**config.mk**
```make
export PLATFORM = sky130hd
export DESIGN_NAME = contador_hex_ctrl
export DESIGN_NICKNAME = d
export VERILOG_FILES = /design/src/rtl/contador_hex.sv
export SDC_FILE = /design/constraint.sdc
export NUM_CORES = 1
export LEC_CHECK = 0
export CORE_MARGIN = 3
export CORE_UTILIZATION = 55
export DETAILED_ROUTE_END_ITERATION = 16
export PLACE_DENSITY = 0.76
export SETUP_SLACK_MARGIN = 0.4
export SLEW_MARGIN = 15
export SYNTH_ARGS = -nofsm -noshare
export SYNTH_HDL_FRONTEND = slang
export SYNTH_SLANG_ARGS = --single-unit
```
**constraint.sdc**
```tcl
create_clock -name CLK100MHZ -period 6.4 [get_ports CLK100MHZ]
set_input_delay 1.28 -clock CLK100MHZ [delete_from_list [all_inputs] [get_ports CLK100MHZ]]
set_output_delay 1.28 -clock CLK100MHZ [all_outputs]
set_load 0.005 [all_outputs]
```
**src/rtl/contador_hex.sv**
```systemverilog
// Control stage for the 4-digit hex display: debounced start/dir/clear buttons,
// switch load, and a prescaled up/down counter that feeds the nibble mux.

module contador_hex_btn #(
    parameter int DEBOUNCE_CYCLES = 1_000_000
) (
    input  logic clk,
    input  logic reset,
    input  logic raw,
    output logic press
);
    localparam int CW = (DEBOUNCE_CYCLES > 1) ? $clog2(DEBOUNCE_CYCLES) : 1;

    logic [1:0]    sync;
    logic          deb, deb_q;
    logic [CW-1:0] cnt;

    always_ff @(posedge clk) begin
        if (reset) begin
            sync  <= '0;
            deb   <= 1'b0;
            deb_q <= 1'b0;
            cnt   <= '0;
        end else begin
            sync  <= {sync[0], raw};
            deb_q <= deb;
            // Any cycle that agrees with the accepted level restarts the run.
            if (sync[1] == deb)
                cnt <= '0;
            else if (cnt == CW'(DEBOUNCE_CYCLES - 1)) begin
                deb <= sync[1];
                cnt <= '0;
            end else
                cnt <= cnt + CW'(1);
        end
    end

    assign press = deb & ~deb_q;
endmodule

module contador_hex_ctrl #(
    parameter int CLK_FREQ_HZ     = 100_000_000,
    parameter int TICK_HZ         = 4,
    parameter int DEBOUNCE_CYCLES = 1_000_000
) (
    input  logic        CLK100MHZ,
    input  logic        reset,
    input  logic        btn_start,
    input  logic        btn_dir,
    input  logic        btn_clear,
    input  logic        load_en,
    input  logic [15:0] load_val,
    output logic [15:0] count,
    output logic        running,
    output logic        dir_down,
    output logic        tick
);
    localparam int TICK_DIV = CLK_FREQ_HZ / TICK_HZ;
    localparam int PW       = $clog2(TICK_DIV);
    localparam int NUM_BTN  = 3;

    typedef enum logic [1:0] {IDLE, RUN, PAUSE} state_t;

    logic [NUM_BTN-1:0] btn_raw, press;
    logic               start_p, dir_p, clear_p;

    state_t        state, state_nxt;
    logic [15:0]   count_nxt;
    logic [PW-1:0] presc, presc_nxt;
    logic          dir_nxt, tick_nxt;

    assign btn_raw = {btn_clear, btn_dir, btn_start};

    for (genvar i = 0; i < NUM_BTN; i++) begin : g_btn
        contador_hex_btn #(.DEBOUNCE_CYCLES(DEBOUNCE_CYCLES)) u_btn (
            .clk   (CLK100MHZ),
            .reset (reset),
            .raw   (btn_raw[i]),
            .press (press[i])
        );
    end

    assign start_p = press[0];
    assign dir_p   = press[1];
    assign clear_p = press[2];

    always_ff @(posedge CLK100MHZ) begin
        if (reset) begin
            state    <= IDLE;
            count    <= '0;
            presc    <= '0;
            dir_down <= 1'b0;
            tick     <= 1'b0;
        end else begin
            state    <= state_nxt;
            count    <= count_nxt;
            presc    <= presc_nxt;
            dir_down <= dir_nxt;
            tick     <= tick_nxt;
        end
    end

    always_comb begin
        state_nxt = state;
        count_nxt = count;
        presc_nxt = presc;
        tick_nxt  = 1'b0;
        dir_nxt   = dir_down ^ dir_p;

        if (clear_p) begin
            state_nxt = IDLE;
            count_nxt = '0;
            presc_nxt = '0;
        end else begin
            case (state)
                IDLE:    if (start_p) state_nxt = RUN;
                RUN:     if (start_p) state_nxt = PAUSE;
                PAUSE:   if (start_p) state_nxt = RUN;
                default: state_nxt = IDLE;
            endcase

            if (load_en) begin
                count_nxt = load_val;
                presc_nxt = '0;
            end else if (state == RUN) begin
                // Step uses the direction in force before this edge.
                if (presc == PW'(TICK_DIV - 1)) begin
                    count_nxt = dir_down ? count - 16'd1 : count + 16'd1;
                    presc_nxt = '0;
                    tick_nxt  = 1'b1;
                end else
                    presc_nxt = presc + PW'(1);
            end

            // Leaving RUN parks the prescaler so re-entry always starts from 0.
            if (state_nxt != RUN) presc_nxt = '0;
        end
    end

    assign running = (state == RUN);
endmodule

```
Word level (Yosys, flattened, before mapping)
Index checks and enable logic that the tools add are counted.

cells by class
  eq/ne operators = 10
  bitwise operators = 11
  muxes and demuxes = 10
  add/sub/neg operators = 6
  reduce and logical (&&, ||, !) cells = 14

operators with widths
  kind                                                                     number
  16-bit 2-to-1 mux                                                        4
  20-bit by 1-bit adder with 20-bit output, second input constant          3
  20-bit equality test, second input constant                              3
  25-bit by 1-bit adder with 25-bit output, second input constant          1
  25-bit equality test, second input constant                              1
  25-bit 2-to-1 mux                                                        1
  16-bit by 1-bit adder with 16-bit output, second input constant          1
  16-bit by 1-bit subtractor with 16-bit output, second input constant     1
  3-bit OR reduction                                                       3
  2-bit AND reduction                                                      4
  4-bit OR reduction                                                       2
  1-bit NOT                                                                7
  2-bit 2-to-1 mux                                                         3
  2-bit one-hot mux with 2 select lines                                    1
  2-bit nonzero test                                                       2
  2-bit OR reduction                                                       2
  1-bit AND                                                                3
  1-bit equality test                                                      3
  2-bit by 1-bit equality test with 1-bit output, second input constant    1
  2-bit equality test, second input constant                               1
  2-bit zero test                                                          1
  2-bit by 1-bit inequality test with 1-bit output, second input constant  1
  1-bit 2-to-1 mux                                                         1
  1-bit XOR                                                                1

storage, ports and cells
  output and inout port bits = 19
  register bits after elaboration = 117
  input bits = 22
  word-level logic and storage cells = 68

Longest topological paths before layout
Gate-level depths: netlist of run 1.

  depth after elaboration = 7
  depth in mapped cells = 10
  mapped depth without buffers = 9

Hierarchy
Synthesis of run 1 repeated with hierarchy kept, for this count alone.

second synthesis, totals
  cell total of the unflattened synthesis = 670
  area, all modules = 5,834.3 um^2

modules (own cells, without submodules)
  module             times used  seq. area each (um^2)  cells each  area each (um^2)
  contador_hex_btn   3           480.5                  117         1,057.3
  contador_hex_ctrl  1           900.9                  319         2,662.6

Least setup slack after synthesis of run 1
No wires, ideal clock.

  kind = reg-to-reg
  from = reg dir_down
  to = reg count[14]
  data arrival time = 2.406 ns
  data required time = 6.283 ns
  cell stages (with the launch flop) = 9
  slack = 3.878 ns
  buffers on the path = 0
  setup time = 0.117 ns
  period minus slack after synthesis = 2.522 ns
  cell sequence = dfxtp_1 -> ha_1 -> a211oi_1 -> nor3_1 -> o31ai_1 -> a21oi_1 -> a221oi_1 -> xnor2_1 -> a22o_1

on the way
  word-level cells in the longest chain between the ends = 4

ends and longest elaborated chain
  what                    RTL line  text
  from (decl)             55        output logic dir_down,
  from (signal assigned)  98        dir_down <= dir_nxt;
  16-bit 2-to-1 mux       128       count_nxt = dir_down ? count - 16'd1 : count + 16'd1;
  16-bit 2-to-1 mux       127       if (presc == PW'(TICK_DIV - 1)) begin
  16-bit 2-to-1 mux       125       end else if (state == RUN) begin
  16-bit 2-to-1 mux       122       if (load_en) begin
  to (signal assigned)    96        count <= count_nxt;
  to (decl)               53        output logic [15:0] count,

No other way between the ends. The select of a mux whose other input is x is not followed.
A chain may end at the register's enable or synchronous reset.

Final worst setup path of run 1
  from = reg state[0]
  to = out running

on the way
  word-level cells in the longest chain between the ends = 1

ends and longest elaborated chain
  what                                            RTL line  text
  from (decl)                                     67        state_t state, state_nxt;
  from (signal assigned)                          95        state <= state_nxt;
  2-bit by 1-bit equality test with 1-bit output  140       assign running = (state == RUN);
  to (decl)                                       54        output logic running,

No other way between the ends.

==> results of run 1 <==
[through the flow]
stage	cell area (um2)	util (%)	hold WS, ps	cells	power, mW
6_report	6510	68.8	436	828	1.71
5_1_grt	6510	68.8	454	828	1.77
4_1_cts	6510	68.8	438	828	1.72
3_5_place_dp	5940	62.8	425	797	0.830
3_3_place_gp	5940	62.8	418	797	0.827
2_1_floorplan	5460	-	414	645	0.795
[cells in the mapped netlist, types with 12 or more instances]
master    instances  area share (%)
nor2_1          138             9.5
dfxtp_1         117              43
xor2_1           54             8.7
nand2_1          51             3.5
xnor2_1          41             6.6
nand3_1          34             3.1
a21oi_1          26             2.4
nand4_1          21             2.4
ha_1             18             4.1
o21ai_0          18             1.7
inv_1            16             1.1
nor2b_1          16             1.8
clkbuf_1         12            0.83
[flip-flops by register name, indices dropped and copies added (netlist names)]
| signal | cells |
|---|---|
| g_btn.u_btn.deb_q | 3 |
| g_btn.u_btn.sync | 6 |
| tick | 1 |
| count | 16 |
| state | 2 |
| g_btn.u_btn.cnt | 60 |
| g_btn.u_btn.deb | 3 |
| dir_down | 1 |
| presc | 25 |
[report_power, final]
group	leakage (nW)	internal, mW	switching, mW	total [mW]
clock network	0.273	0.578	0.312	0.890
registers	0.947	0.738	0.00744	0.746
logic	1.05	0.0376	0.0319	0.0695
total	2.27	1.35	0.351	1.71
[path summary, 6_finish.rpt]
| kind | startpoint | to | slack [ps] | cells past startpoint |
|---|---|---|---|---|
| min | g_btn[2].u_btn.sync[0]$_SDFF_PP0_ | g_btn[2].u_btn.sync[1]$_SDFF_PP0_ | 440 | 1 |
| max | state[0]$_SDFF_PP0_ | running | 3000 | 2 |
| min reg2reg | g_btn[2].u_btn.sync[0]$_SDFF_PP0_ | g_btn[2].u_btn.sync[1]$_SDFF_PP0_ | 440 | 1 |
| max reg2reg | dir_down$_SDFF_PP0_ | count[14]$_SDFFE_PP0P_ | 3190 | 8 |
[kinds of logic (layout without fill, tap and decap cells)]
group / Yosys count / count (layout) / synth area share [%]
buf+inv: 33 / 87 / 2.50
fa+ha+maj: 19 / 19 / 4.49
flops: 117 / 117 / 42.9
compound gates: 68 / 68 / 7.54
simple gates: 304 / 304 / 25.7
xor+xnor: 95 / 95 / 15.2
mux: 9 / 9 / 1.65
[cell type report]
| cell class | count | area (um2) |
|---|---|---|
| Clock inverter | 9 | 103 |
| Multi-Input combinational cell | 495 | 2980 |
| Clock buffer | 22 | 463 |
| Timing Repair Buffer | 40 | 400 |
| Inverter | 16 | 60.1 |
| Fill cell | 787 | 2950 |
| Sequential cell | 117 | 2340 |
| Tap cell | 129 | 161 |
[worst max-delay path: stages (launching register included)]
cell,delay (ps)
dfxtp_1,340
nor2b_1,600
clkdlybuf4s50_1,670
[routing by layer]
metal / up-vias / part of all wire, % / global-route usage, %
met5: - / 0 / 0
met3: 12 / 3.9 / 6.61
met1: 2046 / 45 / 25.1
met4: 0 / 0.88 / 6.85
li1: 2263 / - / -
met2: 58 / 50 / 34.6
==> results.cfg, run 1 <==
[status]
status = finished, final reports clean

[routing]
avgViaCountPerCell = 5.29
wl_um = 10900
vias = 4379
firstDrtPassIters = 4
antenna_left = 0
drc = 0
drtIter0Drc = 188
wl_per_cell_um = 13.2

[clock_tree]
cts_setup_buffers = 0
cts.repair.resized = 0
insertion_delay_ps = 510
cts_tree = built
ctsHoldBuffers = 0
cts_buffer_depth = 2
cts.clk_slew.worst_paths_ps = 60
clock_sinks = 117
root_buffer = clkbuf_8
htreeDepth = 4
cts_buffers = 17

[timing]
worst_slew_pin_slew_ps = 909
min_period_ps = 3400
period_share_pct = 53.2
slew_headroom_pct = 39.2
finalMaxSlewViolations = 0
rsz0062_at_grt = false
hold_viol = 0
max_freq_mhz = 294
finalClockSkew_ps = 7.43
tns_ps = 0
layout_setup_ws_ps = 3000
setup_viol = 0

[global_route]
grt_pass1_wl_um = 18800
grt_pass1_vias = 4232
antenna_found_initial = 0
grt_max_degree = 26
grt-ovfl-total = 0
grtUsageTotal_pct = 20.6

[die]
dieArea_um2 = 11200
pin_count = 41
die_width_um = 106
core_area_um2 = 9460
die_y_um = 106
initial_utilization_pct = 57.7
std_cell_rows = 35

[cells_and_area]
nets = 728
layout-drive-gt1-share_pct = 4.43
antennaDiodeCount = 0
syn_to_final_growth_pct = 19.3
final_cell_mix = 138 x nor2_1, 117 x dfxtp_1, 54 x xor2_1
final_common_cell = nor2_1

[yosys]
ys_seq_area_share_pct = 42.9
syn_area_per_cell_um2 = 8.46
synth_edf_count = 0
synth-seq-cells = 117
synth_cells = 645
synth_warnings = 0
ys_types = 41
synthArstFlopShare_pct = 0
synth-main-ff-cell = dfxtp_1
syn-num-nets = 686
synthesis.area_um2 = 5460

[job]
cap_violations = 0

[critical_path]
cp-start-kind = register
crit_path_end_kind = output port
crit_type = reg2out
critPathMaxFanout = 10
worstPathRequired_ps = 5120
arrival_ps = 2120

[hold_path]
hold_class = reg2reg

[power_and_ir_drop]
power.leakage_nw = 2.27
p_per_area_nw_per_um2 = 262
vdd_ir_drop_max_mv = 0.191

[place]
gp_congestion = 0.877
place_ws_ps = 2680
portBuffers = 40
dpl.hpwl_um = 7490
No activity file was read; power rests on OpenSTA's default activity.
==> run 2: changes to the inputs <==
CORE_UTILIZATION = 53   (was 55)
clock period = 3.07 ns   (was 6.4 ns; I/O delays follow)
==> run 2 against run 1 <==
Effect of this change: non-clock buffer count is 8 higher; core utilization down 2.1 points; highest routed layer unchanged; final cell count rose by 1.4%; die area up 3.6%; first-iteration DRC count up 60%.
==> results.cfg, run 2 (synthesized netlist as in run 1, its figures left out) <==
[status]
status = finished, final reports clean

[global_route]
grt_max_degree = 26
grt-ovfl-total = 0
grtUsageTotal_pct = 20.2
antenna_found_initial = 0
grt_pass1_vias = 4403
grt_pass1_wl_um = 19100

[power_and_ir_drop]
vdd_ir_drop_max_mv = 0.405
p_per_area_nw_per_um2 = 548
power.leakage_nw = 2.32
total_power_mw = 3.62

[clock_tree]
cts_buffers = 17
cts_buffer_depth = 2
htreeDepth = 4
clock_sinks = 117
cts.clk_slew.worst_paths_ps = 50
cts_setup_buffers = 0
root_buffer = clkbuf_8
cts_tree = built
insertion_delay_ps = 510

[timing]
tns_ps = 0
max_freq_mhz = 385
min_period_ps = 2600
setup_viol = 0
finalClockSkew_ps = 7.73
finalMaxSlewViolations = 0
rsz0062_at_grt = true
slew_headroom_pct = 47.7
period_share_pct = 84.6
hold_viol = 0
worst_slew_pin_slew_ps = 778

[cells_and_area]
largest_reg_flops = 60
design_area_um2 = 6610
layout-drive-gt1-share_pct = 6.08
nets = 736
syn_to_final_growth_pct = 21.0
top_register = g_btn.u_btn.cnt
antennaDiodeCount = 0
final_common_cell = nor2_1
largestRegisters = g_btn.u_btn.cnt: 60 flops, presc: 25 flops, count: 16 flops
final_cell_mix = 138 x nor2_1, 116 x dfxtp_1, 54 x xor2_1

[critical_path]
worstPathRequired_ps = 3490
arrival_ps = 3010
critPathMaxFanout = 10
cp-start-kind = register
crit_path_end_kind = register
crit_type = reg2reg

[routing]
wl_um = 11200
drtIter0Drc = 300
drc = 0
vias = 4528
firstDrtPassIters = 4
avgViaCountPerCell = 5.39
antenna_left = 0
wl_per_cell_um = 13.4

[die]
initial_utilization_pct = 55.1
core_area_um2 = 9910
pin_count = 41
std_cell_rows = 36
die_width_um = 107
dieArea_um2 = 11600
die_y_um = 107

[job]
cap_violations = 0

[hold_path]
hold_class = reg2reg

[place]
dpl.hpwl_um = 7700
portBuffers = 40
postPlaceCellArea_um2 = 6010
gp_congestion = 0.879
## run 2: repair_timing
| item | CTS | global route |
|---|---|---|
| hold buffers | 0 | 0 |
| endpoints found under the setup margin | 0 | 5 |
| gates resized for setup | 0 | 4 |
## run 2: per-stage QoR
stage / setup WS, ps / utilization [%] / hold slack [ps] / cells
finish: 474 / 66.7 / 446 / 840
global route: 251 / 66.7 / 460 / 840
CTS: 405 / 66.5 / 450 / 840
detailed placement: 431 / 60.6 / 436 / 809
global placement: 537 / 60.6 / 418 / 809
floorplan: 548 / - / 414 / 645
## run 2: worst paths after layout
| path | start | to | slack, ps | cells after the start |
|---|---|---|---|---|
| max | dir_down$_SDFF_PP0_ | count[15]$_SDFFE_PP0P_ | 470 | 9 |
| min | g_btn[2].u_btn.sync[0]$_SDFF_PP0_ | g_btn[2].u_btn.sync[1]$_SDFF_PP0_ | 450 | 1 |
| min reg2reg | g_btn[2].u_btn.sync[0]$_SDFF_PP0_ | g_btn[2].u_btn.sync[1]$_SDFF_PP0_ | 450 | 1 |
| max reg2reg | dir_down$_SDFF_PP0_ | count[15]$_SDFFE_PP0P_ | 470 | 9 |
## run 2: worst max-delay path, stage by stage (launching register included)
cell and delay [ps]:
dfxtp_2 380, ha_1 290, a21oi_1 70, nand4b_1 240, a2111oi_1 480, nor2_1 130
o211ai_1 230, xnor2_1 120, or3_1 320, a311oi_1 240
## run 2: area by class of cell
cell class / count / area [um2]
Fill cell: 783 / 3300
Multi-Input combinational cell: 495 / 2990
Sequential cell: 117 / 2340
Clock buffer: 23 / 487
Timing Repair Buffer: 48 / 460
Tap cell: 133 / 166
Clock inverter: 8 / 97.6
Inverter: 16 / 60.1
## run 2: routing by layer
metal	vias to the layer above	GRT usage, %	share of wire (%)	routed length [um]
met5	-	0	0	0
li1	2285	-	-	-
met3	18	4.50	4.1	460
met2	80	34.4	50	5670
met4	0	8.57	1.6	176
met1	2145	24.5	44	4920
## run 2: power by group
group | leakage [nW] | switching (mW) | internal, mW | total (mW)
Sequential | 0.948 | 0.0164 | 1.54 | 1.55
Combinational | 1.09 | 0.0671 | 0.0806 | 0.148
Clock | 0.282 | 0.667 | 1.25 | 1.92
Total | 2.32 | 0.751 | 2.87 | 3.62
==> run 3: changes to the inputs <==
CORE_UTILIZATION = 55   (was 53)
clock period = 2.48 ns   (was 3.07 ns; I/O delays follow)
==> run 3 against run 2 <==
Effect of this change: the flow now finishes with violations (setup timing); wire length increased by 19%; highest routed layer unchanged; power increased by 31%; die area decreased by 3.4%; count of clock-buffer cells in the layout decreased by 3; critical path type unchanged; non-clock buffer count increased by 30; first-iteration DRC count decreased by 10%; hold slack got worse by 4.5 ps; register-to-register slack got worse by 490 ps; final cell count increased by 3.0%; maximum frequency increased by 3.9%.
==> results.cfg, run 3 (synthesized netlist as in run 1, its figures left out) <==
[cells_and_area]
antennaDiodeCount = 0
layout-drive-gt1-share_pct = 18.5
design_area_um2 = 7370
largestRegisters = g_btn.u_btn.cnt: 60 flops, presc: 25 flops, count: 16 flops
final_common_cell = nor2_1
final_cell_mix = 110 x nor2_1, 109 x dfxtp_1, 54 x xor2_1
largest_reg_flops = 60
top_register = g_btn.u_btn.cnt
nets = 766
syn_to_final_growth_pct = 35.1

[hold_path]
hold_path_end = g_btn[2].u_btn.sync[1]$_SDFF_PP0_
worstHoldPathCells = 1
holdCritStartpoint = g_btn[2].u_btn.sync[0]$_SDFF_PP0_
hold_class = reg2reg

[critical_path]
startpoint = dir_down$_SDFF_PP0_
arrival_ps = 2940
reg2regPathDepth = 10
rr_endpoint = count[15]$_SDFFE_PP0P_
reg2reg_slack_ps = -20
crit_type = reg2reg
crit_path_end_kind = register
worstPathRequired_ps = 2920
r2r_start = dir_down$_SDFF_PP0_
critPathMaxFanout = 9
cp-start-kind = register

[job]
cap_violations = 0

[die]
initial_utilization_pct = 57.7
die_y_um = 106
std_cell_rows = 35
dieArea_um2 = 11200
die_width_um = 106
core_area_um2 = 9460
pin_count = 41

[timing]
finalMaxSlewViolations = 0
worst_slew_pin_slew_ps = 632
slew_headroom_pct = 57.5
layout_setup_ws_ps = -19.4
period_share_pct = 101
hold_viol = 0
rsz0062_at_grt = true
max_freq_mhz = 400
min_period_ps = 2500
finalClockSkew_ps = 10.2
setup_viol = 1

[power_and_ir_drop]
p_per_area_nw_per_um2 = 642
total_power_mw = 4.74
power.leakage_nw = 2.59
vdd_ir_drop_max_mv = 0.513

[routing]
firstDrtPassIters = 4
wl_per_cell_um = 15.4
vias = 4807
avgViaCountPerCell = 5.56
antenna_left = 0
drtIter0Drc = 270
wl_um = 13300
drc = 0

[place]
place_ws_ps = 57.7
postPlaceCellArea_um2 = 6110
portBuffers = 40
gp_congestion = 0.883
dpl.hpwl_um = 7650

[global_route]
grt.busiest_layer = met2
grt-ovfl-total = 0
use_met1_pct = 25.6
grt_pass1_vias = 4648
globalRouteMet2Util_pct = 37.8
antenna_found_initial = 0
grt_pass1_wl_um = 20200
grt_max_degree = 26
grtUsageTotal_pct = 21.9
grtUsageMet3_pct = 5.88

[clock_tree]
cts_buffers = 17
root_buffer = clkbuf_8
cts_buffer_depth = 2
ctsHoldBuffers = 0
htreeDepth = 4
cts.clk_slew.worst_paths_ps = 60
insertion_delay_ps = 520
cts_tree = built
clock_sinks = 117

[status]
violations = setup timing
status = complete, but fails checks
==> run 3: worst max-delay path by stage <==
stage,slack (ps),endpoint,cells after the start
2_1_floorplan,280,count[14]$_SDFFE_PP0P_,8
3_3_place_gp,150,count[15]$_SDFFE_PP0P_,9
3_5_place_dp,60,count[15]$_SDFFE_PP0P_,9
4_1_cts,110,count[15]$_SDFFE_PP0P_,9
5_1_grt,-120,count[15]$_SDFFE_PP0P_,10
6_report,-20,count[15]$_SDFFE_PP0P_,10
==> run 3: what timing repair did <==
action | CTS | global route
buffers inserted | 7 | 11
gates cloned | 0 | 8
hold endpoints to repair | 0 | 0
resized for setup | 25 | 69
pin swaps | 4 | 34
endpoints found under the setup margin | 56 | 104
==> run 3: layout make-up <==
type | count | area [um2]
Fill cell | 630 | 2080
Inverter | 16 | 60.1
Multi-Input combinational cell | 495 | 3340
Timing Repair Buffer | 78 | 832
Clock buffer | 20 | 445
Tap cell | 129 | 161
Clock inverter | 10 | 179
Sequential cell | 117 | 2350
==> run 3: worst max-delay path: stages, from the launching register on <==
cell      delay [ps]
dfxtp_4          390
buf_4            190
buf_4            160
ha_4             290
nand2_1          100
nor2_4           140
o21ai_0          140
o211ai_1         240
xnor2_1          140
or3_1            380
a311oi_2         240
==> run 3: where the power goes <==
group          internal (mW)  total (mW)  switching, mW
registers               1.90        1.93         0.0229
clock network           1.77        2.60          0.831
logic                  0.117       0.210         0.0936
total                   3.79        4.74          0.948
==> run 3: metrics by stage <==
step | utilization, % | TNS [ps] | instances | hold slack, ps
2_1_floorplan | - | 0 | 645 | 414
3_3_place_gp | 64.6 | 0 | 809 | 418
5_1_grt | 78.0 | -193 | 865 | 465
4_1_cts | 72.9 | 0 | 846 | 443
6_report | 78.0 | -19.4 | 865 | 441
3_5_place_dp | 64.6 | 0 | 809 | 425
==> run 3: layer usage <==
metal / share of wire (%) / vias up
li1: - / 2349
met1: 41 / 2293
met2: 51 / 121
met3: 4.2 / 44
met4: 2.9 / 0
met5: 0 / -
